$ cat src/rtl/fab_clken_ccc.sv
// fab_clken_ccc: fabric-side clock conditioning for the CCC fabric clock.
// The CCC lock indication passes through a two-flop synchroniser and must
// hold for LOCK_CNT consecutive cycles before the block enters RUN. In RUN
// it produces NCH programmable, phase-aligned clock-enable strobes.
// FAB_RESET is held high whenever the block is not in RUN.
// Optional feature macro: FAB_CLKEN_LOSS_CNT_EN. When it is defined, a
// saturating lock-loss event counter drives LOSS_CNT. Without it, LOSS_CNT
// is tied to zero.

module fab_clken_ccc #(
  parameter int NCH      = 3,
  parameter int DIVW     = 8,
  parameter int LOCK_CNT = 1024
) (
  input  logic                CLK,
  input  logic                RESET,
  input  logic                LOCK_IN,
  input  logic [NCH*DIVW-1:0] DIV,
  input  logic                DIV_LOAD,
  input  logic                CLR_LOST,
  output logic [NCH-1:0]      CLKEN,
  output logic                LOCKED,
  output logic                FAB_RESET,
  output logic                LOCK_LOST,
  output logic [7:0]          LOSS_CNT
);

  // The qualify counter only needs to reach LOCK_CNT-1.
  localparam int QW = (LOCK_CNT > 1) ? $clog2(LOCK_CNT) : 1;
  localparam logic [QW-1:0] Q_LAST = QW'(LOCK_CNT - 1);

  typedef enum logic [1:0] {
    RST_ST,
    WAIT_LOCK,
    QUALIFY,
    RUN
  } state_t;

  state_t          state;
  state_t          next_state;
  logic            sync1;
  logic            sync2;
  logic [QW-1:0]   qual_cnt;
  logic            locked_q;
  logic            lock_lost_q;
  logic            loss_event;
  logic [DIVW-1:0] shadow [NCH];
  logic [DIVW-1:0] phase  [NCH];

  // Two-flop synchroniser for the asynchronous CCC lock signal.
  always_ff @(posedge CLK) begin
    if (RESET) begin
      sync1 <= 1'b0;
      sync2 <= 1'b0;
    end else begin
      sync1 <= LOCK_IN;
      sync2 <= sync1;
    end
  end

  // Lock-qualification FSM state register.
  always_ff @(posedge CLK) begin
    if (RESET) begin
      state <= RST_ST;
    end else begin
      state <= next_state;
    end
  end

  // Next-state decode. Only the synchronised lock (sync2) steers the FSM.
  always_comb begin
    next_state = state;
    case (state)
      RST_ST: begin
        next_state = WAIT_LOCK;
      end
      WAIT_LOCK: begin
        if (sync2) begin
          next_state = QUALIFY;
        end
      end
      QUALIFY: begin
        if (!sync2) begin
          next_state = WAIT_LOCK;
        end else if (qual_cnt == Q_LAST) begin
          next_state = RUN;
        end
      end
      RUN: begin
        if (!sync2) begin
          next_state = WAIT_LOCK;
        end
      end
      default: begin
        next_state = RST_ST;
      end
    endcase
  end

  // Count consecutive qualifying cycles. Any other condition restarts the
  // count, so the counter is already 0 when QUALIFY is entered.
  always_ff @(posedge CLK) begin
    if (RESET) begin
      qual_cnt <= '0;
    end else if ((state == QUALIFY) && sync2 && (qual_cnt != Q_LAST)) begin
      qual_cnt <= qual_cnt + QW'(1);
    end else begin
      qual_cnt <= '0;
    end
  end

  // A lock-loss event occurs when the lock drops while in RUN.
  assign loss_event = (state == RUN) && !sync2;

  // LOCKED is registered from the next state, so it tracks (state == RUN)
  // on the same edge that the state changes.
  always_ff @(posedge CLK) begin
    if (RESET) begin
      locked_q <= 1'b0;
    end else begin
      locked_q <= (next_state == RUN);
    end
  end

  assign LOCKED    = locked_q;
  assign FAB_RESET = ~locked_q;

  // Sticky loss flag. A loss takes priority over a clear in the same cycle.
  always_ff @(posedge CLK) begin
    if (RESET) begin
      lock_lost_q <= 1'b0;
    end else if (loss_event) begin
      lock_lost_q <= 1'b1;
    end else if (CLR_LOST) begin
      lock_lost_q <= 1'b0;
    end
  end

  assign LOCK_LOST = lock_lost_q;

`ifdef FAB_CLKEN_LOSS_CNT_EN
  logic [7:0] loss_cnt_q;

  // Saturating loss counter. A loss coinciding with a clear leaves a count
  // of one.
  always_ff @(posedge CLK) begin
    if (RESET) begin
      loss_cnt_q <= 8'd0;
    end else if (loss_event) begin
      if (CLR_LOST) begin
        loss_cnt_q <= 8'd1;
      end else if (loss_cnt_q != 8'hFF) begin
        loss_cnt_q <= loss_cnt_q + 8'd1;
      end
    end else if (CLR_LOST) begin
      loss_cnt_q <= 8'd0;
    end
  end

  assign LOSS_CNT = loss_cnt_q;
`else
  assign LOSS_CNT = 8'd0;
`endif

  // Shadow divide registers load in any state. Reset has priority over a
  // load.
  always_ff @(posedge CLK) begin
    if (RESET) begin
      for (int i = 0; i < NCH; i++) begin
        shadow[i] <= '0;
      end
    end else if (DIV_LOAD) begin
      for (int i = 0; i < NCH; i++) begin
        shadow[i] <= DIV[i*DIVW +: DIVW];
      end
    end
  end

  // Phase counters are held at 0 outside RUN, so all channels start aligned
  // on entry to RUN. A load realigns every channel. In RUN, each counter
  // wraps after reaching shadow-1. A disabled channel (shadow 0) stays at 0.
  always_ff @(posedge CLK) begin
    if (RESET) begin
      for (int i = 0; i < NCH; i++) begin
        phase[i] <= '0;
      end
    end else begin
      for (int i = 0; i < NCH; i++) begin
        if (DIV_LOAD || (state != RUN)) begin
          phase[i] <= '0;
        end else if ((shadow[i] == '0) || (phase[i] == (shadow[i] - DIVW'(1)))) begin
          phase[i] <= '0;
        end else begin
          phase[i] <= phase[i] + DIVW'(1);
        end
      end
    end
  end

  // Strobe decode uses registers only: the RUN flag, the phase and the
  // channel-enabled test.
  always_comb begin
    CLKEN = '0;
    for (int i = 0; i < NCH; i++) begin
      CLKEN[i] = locked_q && (phase[i] == '0) && (shadow[i] != '0);
    end
  end

endmodule
$ cat config.mk
export PLATFORM = sky130hd
export DESIGN_NAME = fab_clken_ccc
export DESIGN_NICKNAME = d
export VERILOG_FILES = /design/src/rtl/fab_clken_ccc.sv
export SDC_FILE = /design/constraint.sdc
export NUM_CORES = 1
export LEC_CHECK = 0
export CAP_MARGIN = 0
export CORE_MARGIN = 5
export CORE_UTILIZATION = 60
export CTS_BUF_LIST = sky130_fd_sc_hd__clkbuf_16
export DETAILED_ROUTE_END_ITERATION = 10
export DONT_BUFFER_PORTS = 1
export PLACE_DENSITY = 0.82
export SLEW_MARGIN = 20
export SYNTH_ARGS = -nofsm -noshare
export SYNTH_HDL_FRONTEND = slang
export SYNTH_SLANG_ARGS = --single-unit
$ cat constraint.sdc
create_clock -name CLK -period 2.3 [get_ports CLK]
set_input_delay 0.69 -clock CLK [delete_from_list [all_inputs] [get_ports CLK]]
set_output_delay 0.69 -clock CLK [all_outputs]
set_load 0.005 [all_outputs]
* Word-level counts from Yosys, hierarchy flattened
Memory sizes are Yosys's and may differ from the RTL's.
Index checks and enable logic that the tools add are counted.
** Storage, ports and cells
- Word-level logic and storage cells :: 116
- Flip-flop bits (word level) :: 16
- Input bits :: 29
- Memory bits (writable) :: 48
- Output and inout port bits :: 14
- Memories kept :: 2
** Operators by class
- Mux-type cells :: 51
- Reduce and logical (&&, ||, !) cells :: 26
- Add/subtract/negate cells :: 7
- Bitwise operators :: 14
- Equality and inequality tests :: 10
** Memories
- phase :: words 3, bits a word 8, read ports 3, clocked after memory_dff 0, write ports 3, RTL line 48 : logic [DIVW-1:0] phase [NCH];
- shadow :: words 3, bits a word 8, read ports 3, clocked after memory_dff 0, write ports 3, RTL line 47 : logic [DIVW-1:0] shadow [NCH];
** Operators by type and width (count)
- two-way mux 8 bit :: 12
- zero test 8 bit :: 6
- two-way mux 1 bit :: 34
- adder 8 x 1 -> 8 bit (second input constant) :: 3
- equality test 8 bit :: 3
- nonzero test 8 bit :: 3
- subtractor 8 x 1 -> 8 bit (second input constant) :: 3
- bitwise OR 1 bit :: 12
- adder 10 x 1 -> 10 bit (second input constant) :: 1
- equality test 10 bit (second input constant) :: 1
- != test 10 bit (second input constant) :: 1
- logical AND 1 bit :: 9
- two-way mux 2 bit :: 4
- one-hot mux 2 bit (4 select lines) :: 1
- equality test 2 bit (second input constant) :: 3
- logical OR 1 bit :: 4
- equality test 2 x 1 -> 1 bit (second input constant) :: 1
- zero test 2 bit :: 1
- != test 2 bit (second input constant) :: 1
- NOT 1 bit :: 2
- nonzero test 2 bit :: 1
- OR reduction 2 bit :: 1
- zero test 1 bit :: 1

* Longest topological paths before layout
Gate-level depths: netlist (run 1).
An unclocked memory read counts as a cell.
- Word-level depth :: 10
- Gate-level depth with buffers :: 8
- Depth with buffers taken out :: 7

* Least setup slack after synthesis (run 1)
OpenSTA, ideal clock, no wires.
- Kind :: reg-to-output
- Start :: mem shadow[1][2] (netlist: shadow[0][10])
- End :: out CLKEN[1]
- Path buffers :: 0
- Setup slack :: 172 ps
- Cell stages (with the launch flop) :: 4
- Required time :: 1610 ps
- Data arrival time :: 1438 ps
- Cell sequence :: edfxtp_1 > or4_4 > nor4b_1 > nor2_1
** RTL lines
- start, declared :: RTL line 47
- end, declared :: RTL line 21 : output logic [NCH-1:0] CLKEN,

==> results.sh, run 1 <==
export IMPL_status="complete, but fails checks"
export IMPL_violations="setup timing"
export IMPL_place_hpwl_mm=5.24
export IMPL_yosys_area_share_simple_pct=25.1
export IMPL_cts_tree="done"
export IMPL_route_detailed_drc=0
export IMPL_required_ns=1.61
export IMPL_hold_depth=1
export IMPL_yosysMostFrequentCell="edfxtp_1"
export IMPL_initial_core_util_pct=62.1
export IMPL_synth_area_sq_um=3700
export IMPL_worst_slack_ns=-0.0684
export IMPL_r2r_start="shadow[0][18]$_SDFFCE_PN0P_"
export IMPL_setup_viol=2
export IMPL_cap_violations=0
export IMPL_power_leakage_uw=0.00168
export IMPL_port_buffers=0
export IMPL_max_freq_mhz=422
export IMPL_slew_headroom_pct=51.3
export IMPL_clkSlewWorstSetupHoldPaths_ns=0.05
export IMPL_cts_hold_buf=0
export IMPL_die_width_microns=88.5
export IMPL_rsz0062_at_grt="true"
export IMPL_core_area_sq_um=5960
export IMPL_cts_root_buf="clkbuf_16"
export IMPL_netlist_top_cells_area="edfxtp_1 39%, dfxtp_1 8.7%, xor2_1 8.1%"
export IMPL_ys_ff_latch=64
export IMPL_instances_no_fill=485
export IMPL_layout_nets=447
export IMPL_synthTopCellsByCount="48 x edfxtp_1, 34 x xor2_1, 30 x nor2_1, 29 x nor3_1, 24 x and2_1"
export IMPL_yosys_most_used_dff="edfxtp_1"
export IMPL_crit_type="register to primary output"
export IMPL_grt_pass1_wl_mm=13.0
export IMPL_synth_top_area_cell="edfxtp_1"
export IMPL_grt_pass1_vias=2795
export IMPL_grt_start_max_net_pins=25
export IMPL_htreeDepth=3
export IMPL_synth_top_family_by_area="simple AND/OR/NAND/NOR gates"
export IMPL_regArea_sq_um=1760
export IMPL_r2r_end="phase[2][7]$_SDFFCE_PN0P_"
export IMPL_ys_seq_area_share_pct=47.6
export IMPL_vias=2715
export IMPL_n_fill_cell=407
export IMPL_min_from="RESET"
export IMPL_synth_edff_count=48
export IMPL_antenna_found_initial=1
export IMPL_critPathArrivalTime_ns=1.68
export IMPL_finClkSkew_ns=0.00498
export IMPL_avgSynthCellArea_sq_um=10.4
export IMPL_grt_usage_pct=21.6
export IMPL_synth_compound_gate_area_share_pct=4.74
export IMPL_grt_overflow_total=0
export IMPL_worstMarginPinSlew_ns=0.728
export IMPL_pin_count=43
export IMPL_clock_sinks=64
export IMPL_hold_path_end="sync2$_SDFF_PP0_"
export IMPL_yosysTopAreaCellShare_pct=39.0
export IMPL_dp_cells=457
export IMPL_finalMaxSlewViolations=0
export IMPL_synthMuxAreaShare_pct=0.304
export IMPL_p_per_area_nw_per_um2=668
export IMPL_finalHoldViolCount=0
export IMPL_netlist_instances=354
export IMPL_reg2reg_slack_ns=0.07
export IMPL_die_y_microns=88.5
export IMPL_ys_types=41
export IMPL_ir_worst_vdd_v=0.000567
export IMPL_synth_fa_ha_area_share_pct=4.40
export IMPL_synthArstFlopShare_pct=0
export IMPL_finalCritPeriodShare_pct=103
export IMPL_fin_hold_ws_ns=0.433
export IMPL_die_area_sq_um=7830
export IMPL_crit_fanout=2
export IMPL_multi_input_area_sq_um=1940
export IMPL_synthToLayoutAreaGrowth_pct=17.1
export IMPL_ant_nets=0
export IMPL_synth_xor_area_share_pct=13.3
export IMPL_r2r_cells=7
export IMPL_drive_gt1_share_pct=14.4
export IMPL_start_kind="register"
export IMPL_drt_pass1_iterations=4
export IMPL_diodes=0
export IMPL_clock_latency_ns=0.32
export IMPL_drtIter0Drc=171
export IMPL_yosysWarnings=0
export IMPL_numCtsBuffers=9
export IMPL_wire_per_inst_microns=15.8
export IMPL_hold_class="input pin to register"
export IMPL_vias_per_cell=5.60
export IMPL_clockBufferDepth=2
export IMPL_core_rowCount=28
export IMPL_crit_path_end_kind="primary output"
export IMPL_fin_crit_ns=2.37
export IMPL_drt_wl_total_mm=7.68
export IMPL_gp_congestion=0.841
==> area by class of cell <==
type | instances | share of cell area (%)
clock buffers | 9 | 5.20
clock inverters | 7 | 0.867
inverters | 18 | 1.56
multi-input cells | 285 | 44.8
flip-flops and latches | 64 | 40.7
well taps | 75 | 2.17
repair buffers | 27 | 4.68
==> routing by layer <==
layer / GRT usage (%) / vias to the layer above / share of wire (%)
met2: 37.3 / 94 / 51
met5: 0 / - / 0.17
met3: 5.31 / 11 / 5.1
met1: 26.3 / 1296 / 42
met4: 7.55 / 2 / 0.96
li1: - / 1312 / -
==> sequential cells by signal, indices dropped and copies added (netlist names) <==
name       count
shadow        24
qual_cnt      10
LOCK_LOST      1
sync1          1
LOCKED         1
state          2
phase         24
sync2          1
==> worst max-delay path: stages, from the launching register on <==
cell and delay, ns:
edfxtp_1 0.39, or4_4 0.57, nor4b_4 0.33, nor2_2 0.07
==> what timing repair did <==
action / CTS / global route
resized for setup: 6 / 5
pin swaps: 6 / 5
buffers inserted: 6 / 6
endpoints found under the setup margin: 3 / 27
gates cloned: 0 / 0
==> stage by stage <==
stage / worst slack [ns] / TNS (ns) / instance area, sq um / util (%) / total power (uW)
after floorplan: 0.172 / 0 / 3810 / - / 1610
after global placement: 0.138 / 0 / 3920 / 65.9 / 1670
after detailed placement: 0.0800 / 0 / 3930 / 65.9 / 1680
after CTS: -0.0641 / -0.116 / 4270 / 71.7 / 2880
after global routing: -0.144 / -0.330 / 4330 / 72.7 / 3020
final: -0.0684 / -0.112 / 4330 / 72.7 / 2890
==> logic make-up after synthesis <==
| group | count (synthesis) |
|---|---|
| buffers and inverters | 35 |
| muxes | 1 |
| xor gates and xnor gates | 56 |
| and+or+nand+nor | 159 |
| other | 2 |
| AOI/OAI and AO/OA | 24 |
| adders and majority gates | 13 |
| DFF | 64 |
==> power breakdown <==
part,switching (uW),internal [uW]
logic,183,164
registers,62.7,1300
clock network,464,717
==> cell usage in the layout (no fill, tap or decap), types with 9 or more instances in the layout <==
cell type and count:
edfxtp_1 48, xor2_1 34, conb_1 32, nor3_1 29
nor2_1 28, buf_4 27, and2_1 24, xnor2_1 22
inv_1 19, nand3_1 18, dfxtp_1 16, ha_1 12
nand2_1 10, and3_1 9, clkbuf_16 9
==> worst max path at each step <==
stage | to | from | cells after the start
6_report | CLKEN[1] | shadow[0][11]$_SDFFCE_PN0P_ | 3
5_1_grt | CLKEN[1] | shadow[0][11]$_SDFFCE_PN0P_ | 3
4_1_cts | CLKEN[2] | shadow[0][18]$_SDFFCE_PN0P_ | 3
3_5_place_dp | CLKEN[2] | shadow[0][19]$_SDFFCE_PN0P_ | 3
3_3_place_gp | CLKEN[2] | shadow[0][19]$_SDFFCE_PN0P_ | 3
2_1_floorplan | CLKEN[1] | shadow[0][10]$_SDFFCE_PN0P_ | 3
(Power assumes the default switching activity.)
==> run 2, diff against run 1 <==
CORE_ASPECT_RATIO = 0.5   (was unset)
==> run 2 against run 1 <==
  * The run still ends with setup timing left
  * Setup slack lost 0.072 ns
  * Register-to-register slack lost 0.05 ns
  * Utilization shrank 0.34 points
  * Die area grew 1.2%
  * Power grew 5.2%
  * Sequential power is essentially flat
  * Final area grew 0.78%
  * Clock power grew 12%
  * Global-route usage shrank 1.9 points
  * Critical path depth is the same
  * First-iteration DRC count grew 4.7%
==> results.sh, run 2 (synthesis results as in run 1) <==
export IMPL_finalHoldViolCount=0
export IMPL_grt_usage_pct=19.7
export IMPL_route_detailed_drc=0
export IMPL_core_area_sq_um=6030
export IMPL_dp_cells=466
export IMPL_clock_sinks=64
export IMPL_final_cell_area_sq_um=4360
export IMPL_worst_slack_ns=-0.141
export IMPL_setup_viol=3
export IMPL_n_fill_cell=382
export IMPL_r2r_start="shadow[0][10]$_SDFFCE_PN0P_"
export IMPL_synthToLayoutAreaGrowth_pct=18.0
export IMPL_max_freq_mhz=410
export IMPL_cap_violations=0
export IMPL_slew_headroom_pct=55.2
export IMPL_r2r_end="phase[1][3]$_SDFFCE_PN0P_"
export IMPL_hold_depth=1
export IMPL_finalMaxSlewViolations=0
export IMPL_worstMarginPinSlew_ns=0.670
export IMPL_power_leakage_uw=0.00168
export IMPL_required_ns=1.61
export IMPL_rsz0062_at_grt="true"
export IMPL_layout_commonest_cell="edfxtp_1"
export IMPL_numCtsBuffers=9
export IMPL_cts_root_buf="clkbuf_16"
export IMPL_vias_per_cell=5.51
export IMPL_clockBufferDepth=2
export IMPL_hold_path_end="state[0]$_SDFF_PP0_"
export IMPL_place_hpwl_mm=5.19
export IMPL_die_width_microns=121
export IMPL_pin_count=43
export IMPL_layout_nets=443
export IMPL_gp_congestion=0.897
export IMPL_crit_path_end_kind="primary output"
export IMPL_status="complete, but fails checks"
export IMPL_drt_pass1_iterations=5
export IMPL_grt_pass1_vias=2558
export IMPL_crit_fanout=2
export IMPL_clock_latency_ns=0.33
export IMPL_layout_common_cells="48 x edfxtp_1, 34 x xor2_1, 32 x conb_1, 29 x nor3_1, 28 x nor2_1"
export IMPL_core_rowCount=20
export IMPL_reg2reg_slack_ns=0.02
export IMPL_hold_class="input pin to register"
export IMPL_crit_type="register to primary output"
export IMPL_start_kind="register"
export IMPL_ir_worst_vdd_v=0.000528
export IMPL_grt_start_max_net_pins=25
export IMPL_ant_nets=0
export IMPL_finalCritPeriodShare_pct=106
export IMPL_die_y_microns=65.5
export IMPL_initial_core_util_pct=61.3
export IMPL_instances_no_fill=494
export IMPL_drt_wl_total_mm=7.70
export IMPL_top_regs="phase (24), shadow (24), qual_cnt (10)"
export IMPL_fin_hold_ws_ns=0.422
export IMPL_drive_gt1_share_pct=13.3
export IMPL_diodes=0
export IMPL_die_area_sq_um=7930
export IMPL_port_buffers=0
export IMPL_wire_per_inst_microns=15.6
export IMPL_critPathArrivalTime_ns=1.75
export IMPL_drtIter0Drc=179
export IMPL_utilization_pct=72.3
export IMPL_cts_tree="done"
export IMPL_placed_area_sq_um=3910
export IMPL_finClkSkew_ns=0.00718
export IMPL_grt_pass1_wl_mm=12.2
export IMPL_r2r_cells=7
export IMPL_min_from="RESET"
export IMPL_vias=2721
export IMPL_violations="setup timing"
export IMPL_grt_overflow_total=0
export IMPL_htreeDepth=3
export IMPL_antenna_found_initial=0
export IMPL_p_per_area_nw_per_um2=697
export IMPL_clkSlewWorstSetupHoldPaths_ns=0.05
export IMPL_fin_crit_ns=2.44
[run 2: area by class of cell]
cell class,count,area (sq um),share of cell area (%)
clock inverters,5,27.5,0.631
multi-input cells,285,1950,44.7
repair buffers,23,173,3.96
well taps,88,110,2.52
clock buffers,11,275,6.31
inverters,18,67.6,1.55
flip-flops and latches,64,1760,40.4
[run 2: how the worst max path moves through the flow]
stage                     slack [ns]  depth (start not counted)                        end                   startpoint
after global routing           -0.20                          3                   CLKEN[1]  shadow[0][10]$_SDFFCE_PN0P_
final                          -0.14                          3                   CLKEN[1]  shadow[0][10]$_SDFFCE_PN0P_
after CTS                      -0.06                          3                   CLKEN[1]  shadow[0][12]$_SDFFCE_PN0P_
after global placement          0.16                          3                   CLKEN[1]  shadow[0][10]$_SDFFCE_PN0P_
after detailed placement        0.08                          7  phase[2][4]$_SDFFCE_PN0P_  shadow[0][16]$_SDFFCE_PN0P_
after floorplan                 0.17                          3                   CLKEN[1]  shadow[0][10]$_SDFFCE_PN0P_
[run 2: report_power, final]
group | internal, uW | switching [uW] | total (uW)
sequential | 1300 | 67.5 | 1370
clock | 851 | 473 | 1320
combinational | 163 | 184 | 348
[run 2: through the flow]
| step | total power (uW) | setup WS, ns | setup TNS, ns |
|---|---|---|---|
| global placement | 1660 | 0.160 | 0 |
| finish | 3040 | -0.141 | -0.191 |
| CTS | 3030 | -0.0603 | -0.117 |
| floorplan | 1610 | 0.172 | 0 |
| global route | 3150 | -0.205 | -0.994 |
| detailed placement | 1680 | 0.0757 | 0 |
[run 2: layer usage]
metal	track usage [%]	share of wire, %
met2	31.7	49
met3	7.91	6.0
met5	0	0
met1	24.1	43
met4	7.06	1.8
[run 2: worst max-delay path, cell delays in order (launching register included)]
cell and delay (ns):
edfxtp_1 0.40, or4_4 0.58, nor4b_4 0.36, nor2_2 0.08
[run 2: timing repair]
| item | 4_1_cts | 5_1_grt |
|---|---|---|
| pin swaps | 3 | 8 |
| hold buffers | 0 | 0 |
| buffers inserted | 4 | 8 |
| resized for setup | 6 | 4 |
| endpoints found under the setup margin | 3 | 23 |
| cloned | 0 | 0 |
==> run 3, diff against run 2 <==
CORE_UTILIZATION = 55   (was 60)
PLACE_DENSITY = 0.76   (was 0.82)
==> run 3 against run 2 <==
  * The flow still finishes with violations (setup timing)
  * Maximum frequency is 1.3% higher
  * Largest power group unchanged
  * Critical path depth stayed put
  * Flip-flop and latch count stayed put
  * Global-route usage is 1.3 points lower
  * Combinational power is 1% lower
  * Setup slack better by 0.032 ns
  * Routed wire length is 6.1% lower
  * Non-clock buffer count stayed put
  * Utilization is 6.1 points lower
  * Critical endpoint unchanged
  * Sequential share of layout area is 0.069 points lower
==> results.sh, run 3 (synthesis results as in run 1) <==
export IMPL_gp_congestion=0.837
export IMPL_vias_per_cell=5.29
export IMPL_antenna_found_initial=0
export IMPL_die_y_microns=68.0
export IMPL_rsz0062_at_grt="true"
export IMPL_grt_start_max_net_pins=25
export IMPL_worstMarginPinSlew_ns=0.692
export IMPL_wire_per_inst_microns=14.5
export IMPL_ir_worst_vdd_v=0.000433
export IMPL_synthToLayoutAreaGrowth_pct=18.2
export IMPL_preCtsSetupSlack_ns=0.00202
export IMPL_layout_nets=443
export IMPL_layout_common_cells="48 x edfxtp_1, 34 x xor2_1, 32 x conb_1, 29 x nor3_1, 28 x nor2_1"
export IMPL_core_rowCount=21
export IMPL_port_buffers=0
export IMPL_route_detailed_drc=0
export IMPL_grt_pass1_vias=2666
export IMPL_clock_latency_ns=0.33
export IMPL_clock_sinks=64
export IMPL_grt_overflow_total=0
export IMPL_core_area_sq_um=6600
export IMPL_tns_ns=-0.148
export IMPL_drt_wl_total_mm=7.22
export IMPL_ant_nets=0
export IMPL_pin_count=43
export IMPL_max_freq_mhz=415
export IMPL_die_width_microns=126
export IMPL_grt_pass1_wl_mm=12.2
export IMPL_power_leakage_uw=0.00168
export IMPL_required_ns=1.61
export IMPL_setup_viol=2
export IMPL_crit_path_end_kind="primary output"
export IMPL_numCtsBuffers=9
export IMPL_cts_tree="done"
export IMPL_drive_gt1_share_pct=12.8
export IMPL_grt_usage_pct=18.4
export IMPL_drt_pass1_iterations=4
export IMPL_critPathArrivalTime_ns=1.72
export IMPL_drtIter0Drc=230
export IMPL_hold_class="input pin to register"
export IMPL_status="complete, but fails checks"
export IMPL_p_per_area_nw_per_um2=688
export IMPL_finalMaxSlewViolations=0
export IMPL_clockBufferDepth=2
export IMPL_die_area_sq_um=8560
export IMPL_vias=2635
export IMPL_start_kind="register"
export IMPL_crit_fanout=2
export IMPL_top_regs="phase (24), shadow (24), qual_cnt (10)"
export IMPL_initial_core_util_pct=56.1
export IMPL_fin_crit_ns=2.41
export IMPL_clkSlewWorstSetupHoldPaths_ns=0.05
export IMPL_finalHoldViolCount=0
export IMPL_cts_root_buf="clkbuf_16"
export IMPL_slew_headroom_pct=53.7
export IMPL_diodes=0
export IMPL_worst_slack_ns=-0.109
export IMPL_crit_type="register to primary output"
export IMPL_finalCritPeriodShare_pct=105
export IMPL_htreeDepth=3
export IMPL_violations="setup timing"
export IMPL_layout_commonest_cell="edfxtp_1"
export IMPL_cts_hold_buf=0
export IMPL_cap_violations=0
export IMPL_finClkSkew_ns=0.00450
export IMPL_place_hpwl_mm=5.21
==> run 3: cell types whose count changed in the layout (fill, tap and decap cells not counted), sizes merged <==
cell and delta:
clkinv +1, inv -1
==> run 3: worst max-delay path, cell delays in order (launching register included) <==
cell      delay [ns]
edfxtp_1        0.40
or4_4           0.58
nor4b_4         0.33
nor2_2          0.09
==> run 3: path summary, 6_finish.rpt <==
check | start | end | slack, ns | depth (start not counted)
min reg2reg | sync1$_SDFF_PP0_ | sync2$_SDFF_PP0_ | 0.46 | 1
min | RESET | LOCK_LOST$_SDFFE_PP0P_ | 0.43 | 1
max reg2reg | shadow[0][18]$_SDFFCE_PN0P_ | phase[2][4]$_SDFFCE_PN0P_ | 0.01 | 7
max | shadow[0][11]$_SDFFCE_PN0P_ | CLKEN[1] | -0.11 | 3
==> run 3: cell type report <==
class / count / area [sq um]
flip-flops and latches: 64 / 1760
well taps: 92 / 115
clock inverters: 5 / 18.8
repair buffers: 23 / 176
clock buffers: 11 / 275
fillers: 470 / 2220
multi-input cells: 285 / 1960
inverters: 18 / 67.6
==> run 3: metal layers <==
layer	vias up	global-route usage [%]	wire (microns)
met4	0	7.49	138
met2	54	33.2	3640
met3	15	6.78	372
met1	1266	20.3	3070
met5	-	0	0
li1	1300	-	-
==> run 3: per-stage QoR <==
stage	area, sq um	hold slack, ns	std cells	total power [uW]	util, %
detailed placement	3920	0.454	471	1680	59.5
floorplan	3810	0.414	384	1610	-
CTS	4300	0.411	492	3020	65.2
global route	4370	0.408	498	3130	66.3
global placement	3920	0.420	471	1660	59.5
finish	4370	0.429	498	3010	66.3
==> run 3: what timing repair did <==
| action | 4_1_cts | 5_1_grt |
|---|---|---|
| pin swaps | 4 | 4 |
| resized for setup | 8 | 4 |
| buffers inserted | 5 | 6 |
| endpoints found under the setup margin | 3 | 19 |
==> run 3: power breakdown <==
group | switching (uW) | total [uW] | internal (uW)
Combinational | 178 | 343 | 165
Sequential | 65.8 | 1370 | 1300
Clock | 458 | 1300 | 840
Total | 702 | 3010 | 2310
